**src/rtl/usb_pkg.sv**
```systemverilog
// Shared types and constants for the USB HID report path.
package usb_pkg;

    typedef logic [63:0] hid_report_t;

    // Boot-report field positions: modifiers, one reserved byte, six keycodes.
    localparam int HID_MOD_MSB  = 63;
    localparam int HID_MOD_LSB  = 56;
    localparam int HID_KEY0_MSB = 47;
    localparam int HID_KEY0_LSB = 40;
    localparam int HID_KEY1_MSB = 39;
    localparam int HID_KEY1_LSB = 32;
    localparam int HID_KEY2_MSB = 31;
    localparam int HID_KEY2_LSB = 24;
    localparam int HID_KEY3_MSB = 23;
    localparam int HID_KEY3_LSB = 16;
    localparam int HID_KEY4_MSB = 15;
    localparam int HID_KEY4_LSB = 8;
    localparam int HID_KEY5_MSB = 7;
    localparam int HID_KEY5_LSB = 0;

    // SoC register offsets; a read of the LSW generates the ack pulse.
    localparam logic [11:0] USB_REG_VALID = 12'h000;
    localparam logic [11:0] USB_REG_MSW   = 12'h004;
    localparam logic [11:0] USB_REG_LSW   = 12'h008;

endpackage

```
**src/rtl/sync_fifo.sv**
```systemverilog
// First-word-fall-through circular FIFO with separate occupancy count.
// A push while full is accepted only when a pop happens in the same cycle.
module sync_fifo #(
    parameter int unsigned WIDTH = 64,
    parameter int unsigned DEPTH = 4
) (
    input  logic                     clk,
    input  logic                     reset_i,
    input  logic                     push_i,
    input  logic                     pop_i,
    input  logic [WIDTH-1:0]         wdata_i,
    output logic [WIDTH-1:0]         rdata_o,
    output logic                     full_o,
    output logic                     empty_o,
    output logic [$clog2(DEPTH):0]   count_o
);

    localparam int unsigned AW = $clog2(DEPTH);
    localparam int unsigned CW = AW + 1;
    localparam logic [CW-1:0] DEPTH_C = CW'(DEPTH);

    logic [AW-1:0]    wr_ptr_q, wr_ptr_d;
    logic [AW-1:0]    rd_ptr_q, rd_ptr_d;
    logic [CW-1:0]    count_q, count_d;
    logic [WIDTH-1:0] mem_q [DEPTH];
    logic [WIDTH-1:0] mem_d [DEPTH];
    logic             push_ok, pop_ok;

    // Handshake qualification and next-state for pointers, count and storage.
    always_comb begin
        full_o   = (count_q == DEPTH_C);
        empty_o  = (count_q == '0);
        pop_ok   = pop_i && !empty_o;
        push_ok  = push_i && (!full_o || pop_ok);
        wr_ptr_d = wr_ptr_q;
        rd_ptr_d = rd_ptr_q;
        count_d  = count_q;
        mem_d    = mem_q;
        if (push_ok) begin
            mem_d[wr_ptr_q] = wdata_i;
            wr_ptr_d        = wr_ptr_q + 1'b1;
        end
        if (pop_ok) begin
            rd_ptr_d = rd_ptr_q + 1'b1;
        end
        case ({push_ok, pop_ok})
            2'b10:   count_d = count_q + 1'b1;
            2'b01:   count_d = count_q - 1'b1;
            default: count_d = count_q;
        endcase
    end

    // Pointer and count registers.
    always_ff @(posedge clk) begin
        if (reset_i) begin
            wr_ptr_q <= '0;
            rd_ptr_q <= '0;
            count_q  <= '0;
        end else begin
            wr_ptr_q <= wr_ptr_d;
            rd_ptr_q <= rd_ptr_d;
            count_q  <= count_d;
        end
    end

    // Storage needs no reset: stale slots are never visible while empty.
    always_ff @(posedge clk) begin
        mem_q <= mem_d;
    end

    assign rdata_o = mem_q[rd_ptr_q];
    assign count_o = count_q;

endmodule

```
**src/rtl/usb_report_queue.sv**
```systemverilog
// HID boot-report queue between the USB host core and the SoC register view.
// Adds de-duplication of repeated reports, a sticky overflow flag and
// zeroing of the head report while empty on top of a plain FIFO.
module usb_report_queue
    import usb_pkg::*;
#(
    parameter int unsigned DEPTH = 4,
    parameter int unsigned DEDUP = 1
) (
    input  logic                     clk,
    input  logic                     reset_i,
    input  hid_report_t              report_i,
    input  logic                     report_strobe_i,
    input  logic                     ack_i,
    input  logic                     overflow_clr_i,
    output hid_report_t              usb_report_o,
    output logic                     usb_report_valid_o,
    output logic                     overflow_o,
    output logic [$clog2(DEPTH):0]   count_o
);

    hid_report_t last_report_q, last_report_d;
    logic        last_valid_q, last_valid_d;
    logic        overflow_q, overflow_d;
    logic        candidate, accept, drop;
    logic        fifo_full, fifo_empty;
    hid_report_t fifo_rdata;

    // Filter repeats, decide accept/drop and update de-dup and overflow state.
    always_comb begin
        candidate     = report_strobe_i &&
                        ((DEDUP == 0) || !last_valid_q || (report_i != last_report_q));
        accept        = candidate && (!fifo_full || ack_i);
        drop          = candidate && fifo_full && !ack_i;
        last_report_d = last_report_q;
        last_valid_d  = last_valid_q;
        overflow_d    = overflow_q;
        if (accept) begin
            last_report_d = report_i;
            last_valid_d  = 1'b1;
        end
        if (overflow_clr_i) begin
            overflow_d = 1'b0;
        end
        // A drop in the same cycle as a clear keeps the flag set.
        if (drop) begin
            overflow_d = 1'b1;
        end
    end

    // De-dup history and sticky overflow registers.
    always_ff @(posedge clk) begin
        if (reset_i) begin
            last_report_q <= '0;
            last_valid_q  <= 1'b0;
            overflow_q    <= 1'b0;
        end else begin
            last_report_q <= last_report_d;
            last_valid_q  <= last_valid_d;
            overflow_q    <= overflow_d;
        end
    end

    sync_fifo #(
        .WIDTH (64),
        .DEPTH (DEPTH)
    ) u_fifo (
        .clk     (clk),
        .reset_i (reset_i),
        .push_i  (accept),
        .pop_i   (ack_i),
        .wdata_i (report_i),
        .rdata_o (fifo_rdata),
        .full_o  (fifo_full),
        .empty_o (fifo_empty),
        .count_o (count_o)
    );

    // Head is forced to zero while empty so the SoC never reads stale data.
    always_comb begin
        usb_report_o       = fifo_empty ? '0 : fifo_rdata;
        usb_report_valid_o = !fifo_empty;
        overflow_o         = overflow_q;
    end

endmodule
```
**config.mk**
```make
export PLATFORM = sky130hd
export DESIGN_NAME = usb_report_queue
export DESIGN_NICKNAME = d
export VERILOG_FILES = /design/src/rtl/usb_pkg.sv /design/src/rtl/sync_fifo.sv /design/src/rtl/usb_report_queue.sv
export SDC_FILE = /design/constraint.sdc
export NUM_CORES = 1
export LEC_CHECK = 0
export BUFFER_PORTS_ARGS = -buffer_cell sky130_fd_sc_hd__buf_4
export CORE_ASPECT_RATIO = 0.6
export CORE_MARGIN = 2
export CORE_UTILIZATION = 50
export CTS_CLUSTER_DIAMETER = 60
export DETAILED_ROUTE_END_ITERATION = 6
export PLACE_DENSITY_LB_ADDON = 0.08
export SLEW_MARGIN = 40
export SYNTH_ARGS = -nofsm -noshare
export SYNTH_HDL_FRONTEND = slang
export SYNTH_SLANG_ARGS = --single-unit
```
**constraint.sdc**
```tcl
create_clock -name clk -period 6 [get_ports clk]
set_clock_uncertainty 0.05 [all_clocks]
set_input_delay 0.3 -clock clk [delete_from_list [all_inputs] [get_ports clk]]
set_output_delay 0.3 -clock clk [all_outputs]
set_load 0.1 [all_outputs]
```
==> metrics.log <==
INFO  metric grt_remaining_overflow = 0
INFO  metric grt_util_all_layers = 21.5%
INFO  metric first_iter_violations = 724
INFO  metric postSynthRegisterBits = 329
INFO  metric crit_path_top_delay_cell = or4_1
INFO  metric ys_seq_area_share = 68.3%
INFO  metric critical_path_peak_fanout = 13
INFO  metric synth.distinct_cells = 38
INFO  metric final.period_utilization = 57.3%
INFO  metric synth_area_per_cell = 15.7 um2
INFO  metric leakage = 5.70 nW
INFO  metric hold_path_class = input pin to flop
INFO  metric ys_warn_count = 0
INFO  metric clk_path_buf_depth = 3
INFO  metric worst_skew_pair.late_latency = 560 ps
INFO  metric fp.dieArea = 28,200 um2
INFO  metric cts_setup_buffers = 0
INFO  metric final_max_slew_viol_count = 0
INFO  metric route.detailed.wl_per_inst = 20.9 um
INFO  metric port_buffers = 137
INFO  metric critical_path.top_delay_family = simple AND/OR/NAND/NOR gates
INFO  metric final_hold_viol_count = 0
INFO  metric fin_tns_setup = 0 ps
INFO  metric timing.critical_path.required = 6420 ps
INFO  metric finalNonFillerCells = 1,435
INFO  metric final_net_count = 1,126
INFO  metric maxSlewHeadroom = 49.9%
INFO  metric path_buf_inv = 4
INFO  metric critical_path.cell_chain = dlygate4sd3_1 > buf_4 > xnor2_1 > nand4_1 > or4_1 > nor4_2 > and3_2 > nor2_4 > inv_1 > ha_1 > inv_1 > fa_1 > xor2_1 > or3_1 > a21oi_1
INFO  metric detailroute.via_count = 7,892
INFO  metric final.hold.worst_slack = 31.1 ps
INFO  metric place.detailed.hpwl = 18,800 um
INFO  metric count_of_standard_cell_rows = 46
INFO  metric cts-buffers-inserted = 31
INFO  metric tritoncts_clock_tree = built
INFO  metric cts-htree-levels = 1
INFO  metric synth_to_final_area_change = 22.9%
INFO  metric drt_pre_antenna_iters = 5
INFO  metric clk_root_buffer_cell = clkbuf_16
INFO  metric grt_first_pass_wirelength = 46,000 um
INFO  metric share_of_post_route_cells_with_drive_strength_above_1 = 26.6%
INFO  metric powerDensity = 485 nW/um2
INFO  metric max-cap-violations = 0
INFO  metric diodes = 0
INFO  metric fmaxAchievable = 291 MHz
INFO  metric arrival = 3860 ps
INFO  metric setup.worst_path.start_class = input pin
INFO  metric route.detailed.drc = 0
INFO  metric grt_max_degree = 76
INFO  metric synth_cells = 852
INFO  metric placeable_core_region = 26,400 um2
INFO  metric setup_violations = 0
INFO  metric outcome = completed
INFO  metric tritoncts_num_sinks = 329
INFO  metric vdd_ir_max = 0.461 mV
INFO  metric holdBufCountCts = 64
INFO  metric number_of_global_route_vias_before_repair = 7,632
INFO  metric syn_area = 13,400 um2
INFO  metric placed_cells = 1,313
INFO  metric crit_path_frequent_cell = inv_1
INFO  metric finalCoreUtilization = 62.4%
INFO  metric route.final.wire_length = 30,100 um
INFO  metric synth.net_count = 927
INFO  metric cpPeakStageDelay = 560 ps
INFO  metric fp.dieW = 215 um
INFO  metric worst_pin_slew = 752 ps
INFO  metric worst_setup_path_end_kind = flop
INFO  metric rsz_0062_raised_after_global_routing = no
INFO  metric number_of_instances_resized_during_post_cts_repair = 0
INFO  metric antenna_violating_nets_post_route = 0
INFO  metric antenna_found_initial = 0
INFO  metric gp_congestion = 0.747
INFO  metric period_minus_slack = 3440 ps
INFO  metric boundaryPins = 138
INFO  metric floorplan.initialDensity = 50.8%
INFO  metric layout.filler_cells = 1,983
INFO  metric drt-vias-per-instance = 5.50
INFO  metric clock_pin_transition_on_the_worst_setup_and_hold_timing_paths = 60 ps
INFO  metric dieHeight = 131 um
INFO  metric worstSetupPathType = input pin to flop
## worst paths after layout
path / start / endpoint / slack (ps) / depth (start not counted)
setup reg to reg: last_report_q[24] / u_fifo.count_o[2] / 2670 / 13
setup / recovery: report_i[24] / u_fifo.count_o[2] / 2560 / 15
hold / removal: overflow_clr_i / overflow_o / 30 / 3
hold reg to reg: last_report_q[16] / last_report_q[16] / 450 / 2
## area by class of cell
cell class | count | area (um2) | area share (%)
tap | 360 | 450 | 2.74
sequential | 329 | 9150 | 55.6
inverter | 20 | 75.1 | 0.456
multi-input combinational | 452 | 3950 | 24.0
clock inverter | 15 | 153 | 0.928
timing repair buffer | 217 | 1830 | 11.1
clock buffer | 42 | 847 | 5.15
## sequential cells by signal, summed over array words and instances, names as in the netlist
signal	count
last_valid_q	1
overflow_o	1
u_fifo.rd_ptr_q	2
u_fifo.wr_ptr_q	2
last_report_q	64
u_fifo.count_o	3
u_fifo.mem_q	256
## per-layer routing
layer | routed length, um | track usage [%] | vias to the layer above | share of wire, %
met5 | 0 | 0 | - | 0
met4 | 361 | 3.12 | 0 | 1.2
met3 | 1910 | 4.19 | 31 | 6.4
met2 | 13200 | 32.1 | 227 | 44
met1 | 14500 | 33.7 | 4035 | 48
li1 | - | - | 3599 | -
## logic make-up after synthesis
family | after synthesis | share of synthesized area (%)
DFF | 329 | 68.3
muxes | 64 | 10.8
and+or+nand+nor | 245 | 10.1
AOI/OAI and AO/OA | 88 | 4.60
adders and majority gates | 6 | 0.617
buffers and inverters | 71 | 2.37
xor gates and xnor gates | 49 | 3.20
## where the power goes
| group | internal [mW] | leakage [nW] | switching (mW) | total [mW] |
|---|---|---|---|---|
| combinational | 0.850 | 2.24 | 2.49 | 3.34 |
| clock | 1.12 | 0.501 | 0.825 | 1.94 |
| sequential | 2.62 | 2.95 | 0.0799 | 2.70 |
| total | 4.59 | 5.70 | 3.40 | 7.98 |
## Yosys cell counts (all sizes together)
cell,instances,area [um2]
fa,1,20.0
nand4,6,37.5
ha,5,62.6
nor3b,1,7.51
o31ai,9,113
a22oi,1,7.51
dfxtp,73,1460
a2111oi,4,35.0
o2111ai,1,8.76
nand2,62,233
buf,22,134
a22o,2,17.5
and3,3,18.8
o2bb2ai,1,8.76
nand2b,59,369
or3,3,18.8
and4,1,8.76
o21ai,4,20.0
mux4,64,1440
nand3,11,55.1
or4,1,7.51
inv,20,75.1
and2,69,432
edfxtp,256,7690
xor2,21,184
a21oi,6,30.0
nor2,10,40.0
clkbuf,29,109
o22ai,60,375
nor4,7,50.1
xnor2,28,245
or4b,1,10.0
nor2b,11,68.8
## tightest hold or removal path, delay by kind of cell
family / cells / cell delay (ps)
AOI/OAI and AO/OA: 1 / 170
buffers and inverters: 1 / 80
and+or+nand+nor: 1 / 40
## placed cells by master (no fill, tap or decap), types with 21 or more instances in the layout
cell type,n
buf_4,150
mux4_2,64
xnor2_1,28
and2_1,65
nand2b_1,59
edfxtp_1,256
dfxtp_1,71
nand2_1,62
o22ai_1,60
xor2_1,21
clkbuf_16,31
dlygate4sd3_1,64
## stage by stage
stage | total power, mW | area (um2) | setup slack, ps
floorplan | 5.37 | 13400 | 2240
global placement | 6.05 | 14800 | 2610
detailed placement | 6.08 | 14800 | 2570
CTS | 8.05 | 16400 | 2470
global route | 8.27 | 16500 | 2380
finish | 7.98 | 16500 | 2560
No activity file was read; power rests on OpenSTA's default activity.
